==> config.mk <==
export PLATFORM = sky130hd
export DESIGN_NAME = a2d_spi_resp
export DESIGN_NICKNAME = d
export VERILOG_FILES = /design/src/rtl/a2d_spi_resp.sv
export SDC_FILE = /design/constraint.sdc
export NUM_CORES = 1
export LEC_CHECK = 0
export CAP_MARGIN = 25
export CORE_MARGIN = 1
export CORE_UTILIZATION = 25
export DETAILED_ROUTE_END_ITERATION = 16
export HOLD_SLACK_MARGIN = 0.03
export PLACE_DENSITY = 0.41
export RECOVER_POWER = 100
export SLEW_MARGIN = 20
export SYNTH_ARGS = -nofsm -noshare
export SYNTH_HDL_FRONTEND = slang
export SYNTH_SLANG_ARGS = --single-unit
==> constraint.sdc <==
create_clock -name clk -period 3.2 [get_ports clk]
set_input_delay 0.48 -clock clk [delete_from_list [all_inputs] [get_ports clk]]
set_output_delay 0.48 -clock clk [all_outputs]
set_load 0.02 [all_outputs]
==> src/rtl/a2d_spi_resp.sv <==
// a2d_spi_resp: SPI mode-0 slave that returns 12-bit channel values from a
// small register file. Each 16-bit frame carries the channel command for the
// next frame, so data comes back one frame late (classic two-transaction A2D
// read). All SPI inputs are synchronized into the clk domain and sampled.
module a2d_spi_resp (
  input  logic        clk,
  input  logic        rst_n,
  input  logic        SS_n,
  input  logic        SCLK,
  input  logic        MOSI,
  output logic        MISO,
  input  logic        wr_en,
  input  logic [2:0]  wr_chnl,
  input  logic [11:0] wr_data,
  output logic        frame_done,
  output logic        cmd_err,
  output logic [2:0]  cur_chnl
);

  typedef enum logic [1:0] {IDLE, ACTIVE, OVERRUN} state_t;

  state_t            state_q, state_d;
  logic [2:0]        ss_q, sclk_q;
  logic [1:0]        mosi_q;
  logic [7:0][11:0]  val_q;
  logic [4:0]        cnt_q, cnt_d;
  logic [15:0]       rx_q, rx_d;
  logic [15:0]       tx_q, tx_d;
  logic [2:0]        cur_q, cur_d;
  logic              done_q, done_d;
  logic              err_q, err_d;

  logic ss_fall, ss_rise, sclk_rise, sclk_fall;

  // Two-flop synchronizers plus one history flop for SS_n/SCLK edge detect.
  // SS_n flops reset low so a reset released mid-frame (SS_n still low)
  // never looks like a fresh fall; the rise seen when SS_n is high is
  // harmless in IDLE.
  always_ff @(posedge clk or negedge rst_n) begin
    if (!rst_n) begin
      ss_q   <= 3'b000;
      sclk_q <= 3'b000;
      mosi_q <= 2'b00;
    end else begin
      ss_q   <= {ss_q[1:0], SS_n};
      sclk_q <= {sclk_q[1:0], SCLK};
      mosi_q <= {mosi_q[0], MOSI};
    end
  end

  assign ss_fall   =  ss_q[2]   & ~ss_q[1];
  assign ss_rise   = ~ss_q[2]   &  ss_q[1];
  assign sclk_rise = ~sclk_q[2] &  sclk_q[1];
  assign sclk_fall =  sclk_q[2] & ~sclk_q[1];

  // Channel register file; reset pattern puts each channel's index in its LSBs.
  always_ff @(posedge clk or negedge rst_n) begin
    if (!rst_n) begin
      for (int n = 0; n < 8; n++) val_q[n] <= {9'h000, 3'(n)};
    end else if (wr_en) begin
      val_q[wr_chnl] <= wr_data;
    end
  end

  // FSM and datapath state registers.
  always_ff @(posedge clk or negedge rst_n) begin
    if (!rst_n) begin
      state_q <= IDLE;
      cnt_q   <= '0;
      rx_q    <= '0;
      tx_q    <= '0;
      cur_q   <= '0;
      done_q  <= 1'b0;
      err_q   <= 1'b0;
    end else begin
      state_q <= state_d;
      cnt_q   <= cnt_d;
      rx_q    <= rx_d;
      tx_q    <= tx_d;
      cur_q   <= cur_d;
      done_q  <= done_d;
      err_q   <= err_d;
    end
  end

  // Next-state: load on SS_n fall (SCLK edges that cycle are dropped), shift
  // while ACTIVE, close out the frame on SS_n rise.
  always_comb begin
    state_d = state_q;
    cnt_d   = cnt_q;
    rx_d    = rx_q;
    tx_d    = tx_q;
    cur_d   = cur_q;
    done_d  = 1'b0;
    err_d   = 1'b0;
    case (state_q)
      IDLE: begin
        if (ss_fall) begin
          // Snapshot taken here, so later writes cannot disturb this frame.
          tx_d    = {4'h0, val_q[cur_q]};
          rx_d    = '0;
          cnt_d   = '0;
          state_d = ACTIVE;
        end
      end
      ACTIVE: begin
        if (ss_rise) begin
          state_d = IDLE;
          if (cnt_q == 5'd16) begin
            done_d = 1'b1;
            cur_d  = rx_q[13:11];
            err_d  = (rx_q[15:14] != 2'b00) || (rx_q[10:0] != 11'd0);
          end
        end else begin
          if (sclk_rise) begin
            if (cnt_q == 5'd16) begin
              state_d = OVERRUN;
            end else begin
              rx_d  = {rx_q[14:0], mosi_q[1]};
              cnt_d = cnt_q + 5'd1;
            end
          end
          if (sclk_fall) tx_d = {tx_q[14:0], 1'b0};
        end
      end
      OVERRUN: begin
        if (ss_rise) begin
          state_d = IDLE;
          err_d   = 1'b1;
        end
      end
      default: state_d = IDLE;
    endcase
  end

  assign MISO       = (state_q == ACTIVE) & tx_q[15];
  assign frame_done = done_q;
  assign cmd_err    = err_q;
  assign cur_chnl   = cur_q;

endmodule
==> impl_metrics.csv <==
group,metric,value,unit
clock_tree,ctsHoldBuffers,0,
timing,setup_viol,0,
clock_tree,cts.sinks,148,
run_status,violations,"DRC, capacitance limit, slew limit",
synth,syn_nets,497,
worst_setup_path,worst_r2r_startpoint,"state_q[1]$_DFFE_PN0P_",
worst_setup_path,path_cells,"inv_1 -> ha_1 -> and2_1 -> dlygate4sd3_1",
worst_setup_path,setup.worst_path.end_class,"output pin",
clock_tree,cts-htree-levels,4,
timing,fmaxAchievable,383,MHz
worst_setup_path,crit_fanout,13,
placement,place_congestion,0.720,
synth,synth_cell_types,49,
drt,drtPass1Iterations,10,
worst_hold_path,hold_depth,0,
final_layout,finalNonFillerCells,858,
worst_setup_path,slowest_delay,0.66,ns
synth,ys_ff_latch,148,
clock_tree,clkTransAtPathRegs,0.06,ns
final_layout,layout.nets,536,
synth,yosysSeqAreaShare,0.551,
global_routing,grt.overflow.total,0,
drt,routedWlPerCell,17.7,um
timing,finalHoldViolCount,0,
synth,synthCells,471,
floorplanning,die_y,166,um
timing,period_minus_slack,2.61,ns
floorplanning,die_x,166,um
placement,portBuffers,26,
worst_setup_path,arrival,2.13,ns
synth,synth.yosys.warnings,0,
worst_setup_path,slowest_stage,"dlygate4sd3_1",
worst_hold_path,hold_start,"sclk_q[0]$_DFF_PN0_",
power_and_ir_drop,vdd_drop_max,308,uV
worst_hold_path,hold_class,"reg2reg",
clock_tree,cts.repair.resized,0,
global_routing,grt_pass1_wl,25000,um
timing,period_share,0.816,
worst_setup_path,critical_path_class,"reg2out",
clock_tree,clk_latency,0.42,ns
clock_tree,cts_buffers,17,
timing,tns,0,ns
clock_tree,cts_tree,"done",
synth,async_flop_share,1.00,
run_status,status,"finished with violations",
drt,drtIter0Drc,152,
worst_setup_path,crit_path_start_kind,"flop",
power_and_ir_drop,power_density,703,nW/um^2
synth,synth-edff-count,0,
final_layout,final_layout_size_suffix_gt1_frac,0.348,
timing,drv_slew,80,
drt,via_per_inst,4.64,
clock_tree,clockBufferDepth,2,
final_layout,layout_common_cells,"136 x dfrtp_1, 101 x mux2_2, 26 x nand2_1",
timing,rsz0062_at_grt,"no",
synth,syn_area_per_cell,14.3,sq um
timing,max_slew_margin,-0.387,
synth,ys.flop_type,"dfrtp_1",
synth,yosys.area.top_type,"dfrtp_1",
global_routing,track_usage,0.119,
global_routing,grt_max_degree,81,
floorplanning,core,26300,sq um
worst_hold_path,hold_path_end,"sclk_q[1]$_DFF_PN0_",
floorplanning,dieArea,27700,sq um
final_layout,final_common_cell,"dfrtp_1",
drt,detail-route-antenna-nets,0,
global_routing,grt_pass1_vias,4410,
drt,drc,3,
power_and_ir_drop,p_leak,3.34,nW
placement,hpwl,9730,um
run,drv_cap,1,
final_layout,syn_to_final_growth,18.1,%
power_and_ir_drop,p_total,5.61,mW
worst_setup_path,ff2ff_path_depth,7,
placement,dp_cells,826,
final_layout,antennaDiodeCount,0,
clock_tree,clockRootBuffer,"clkbuf_16",
global_routing,antenna_found_initial,0,
worst_setup_path,worstPathRequired,2.72,ns
drt,wl,15200,um
synth,synth_area_leaders,"dfrtp_1 50%, mux2_2 17%, mux4_2 7.0%",
clock_tree,cts_setup_buffers,0,
worst_setup_path,r2r_end,"tx_q[2]$_DFFE_PN0P_",
timing,fin_skew,0.00879,ns
floorplanning,io_pins,27,
worst_setup_path,rrSetupSlack,0.75,ns
floorplanning,initial_utilization,0.257,
floorplanning,rows,59,
drt,routed-via-count,3979,
synth,syn_area,6750,sq um
synth,synth_top_area_frac,0.504,
timing,tightestPinTransition,2.08,ns
-- synth_stat cells, types with 2 or more instances --
| master | count |
|---|---|
| a22oi_1 | 11 |
| and4_1 | 4 |
| mux2_2 | 101 |
| or3_1 | 2 |
| nand4b_1 | 3 |
| mux2i_1 | 9 |
| dfrtp_1 | 136 |
| buf_4 | 2 |
| nand4_1 | 5 |
| a21o_1 | 5 |
| buf_6 | 5 |
| o211ai_2 | 9 |
| nor3_1 | 4 |
| nor2b_1 | 3 |
| clkbuf_1 | 5 |
| nand3_1 | 10 |
| nand2_1 | 26 |
| mux2_1 | 5 |
| nor3b_2 | 2 |
| a31oi_1 | 2 |
| mux4_2 | 21 |
| buf_2 | 13 |
| o21ai_0 | 4 |
| inv_1 | 19 |
| dfstp_2 | 12 |
| mux4_1 | 3 |
| nand4bb_1 | 2 |
| nor2_1 | 13 |
| ha_1 | 5 |
| nor4_1 | 3 |
| a21oi_1 | 5 |
| o211ai_1 | 4 |
| a22oi_2 | 2 |
-- where the power goes --
part	switching [mW]	internal (mW)	leakage, nW	total (mW)
clock	0.821	1.42	0.321	2.24
combinational	0.411	0.475	1.20	0.886
sequential	0.204	2.27	1.82	2.48
total	1.44	4.17	3.34	5.61
-- stage by stage --
stage                     area (sq um)  utilization  worst slack [ns]  hold WS, ns
after floorplan                   6750            -              1.51        0.184
after global placement            7430        0.283              1.03        0.337
after detailed placement          7430        0.283              1.01        0.336
after CTS                         8090        0.308             0.625        0.136
after global routing              7980        0.303             0.418        0.371
final                             7980        0.303             0.590        0.350
-- routing by layer --
| layer | vias to the layer above | global-route usage | part of all wire |
|---|---|---|---|
| met3 | 9 | 0.0296 | 0.029 |
| met4 | 0 | 0.0326 | 0.0086 |
| met2 | 52 | 0.197 | 0.51 |
| li1 | 1822 | - | - |
| met5 | - | 0 | 0 |
| met1 | 2096 | 0.154 | 0.46 |
-- kinds of logic (layout without fill, tap and decap cells) --
family,count (synthesis),after routing,share of synthesized area
adder cells (fa/ha/maj),5,5,0.00927
buffers and inverters,45,97,0.0365
multiplexers,139,139,0.272
AO/OA/AOI/OAI,46,46,0.0560
flip-flops,148,148,0.551
AND/OR/NAND/NOR,88,88,0.0756
-- state kept, by name (all words and copies together) (netlist names) --
name        cells
val_q          96
rx_q           16
tx_q           16
cnt_q           5
cur_chnl        3
sclk_q          3
ss_q            3
mosi_q          2
state_q         2
cmd_err         1
frame_done      1
-- critical path, delay by kind of cell (launching register included) --
| family | cells | cell delay, ns |
|---|---|---|
| adder cells (fa/ha/maj) | 1 | 0.39 |
| buffers and inverters | 2 | 0.74 |
| flip-flops | 1 | 0.40 |
| AND/OR/NAND/NOR | 1 | 0.18 |
-- worst max-delay path by stage --
stage                                       from                     to  slack (ns)  cells past startpoint
final                     state_q[1]$_DFFE_PN0P_                   MISO        0.59                      4
after global routing      state_q[1]$_DFFE_PN0P_                   MISO        0.42                      4
after CTS                 state_q[1]$_DFFE_PN0P_                   MISO        0.63                      4
after detailed placement              wr_chnl[0]  val_q[57]$_DFFE_PN0P_        1.01                      5
after global placement                wr_chnl[0]  val_q[26]$_DFFE_PN0P_        1.03                      5
after floorplan           state_q[0]$_DFFE_PN0P_   cnt_q[1]$_DFFE_PN0P_        1.51                      6
-- layout make-up --
type                    instances  area [sq um]
fillers                      2660         18300
flip-flops and latches        148          3720
multi-input cells             278          2720
clock buffers                  19           443
well taps                     335           419
repair buffers                 46           382
clock inverters                13           221
inverters                      19          71.3
Power figures use the tool's default switching activity.
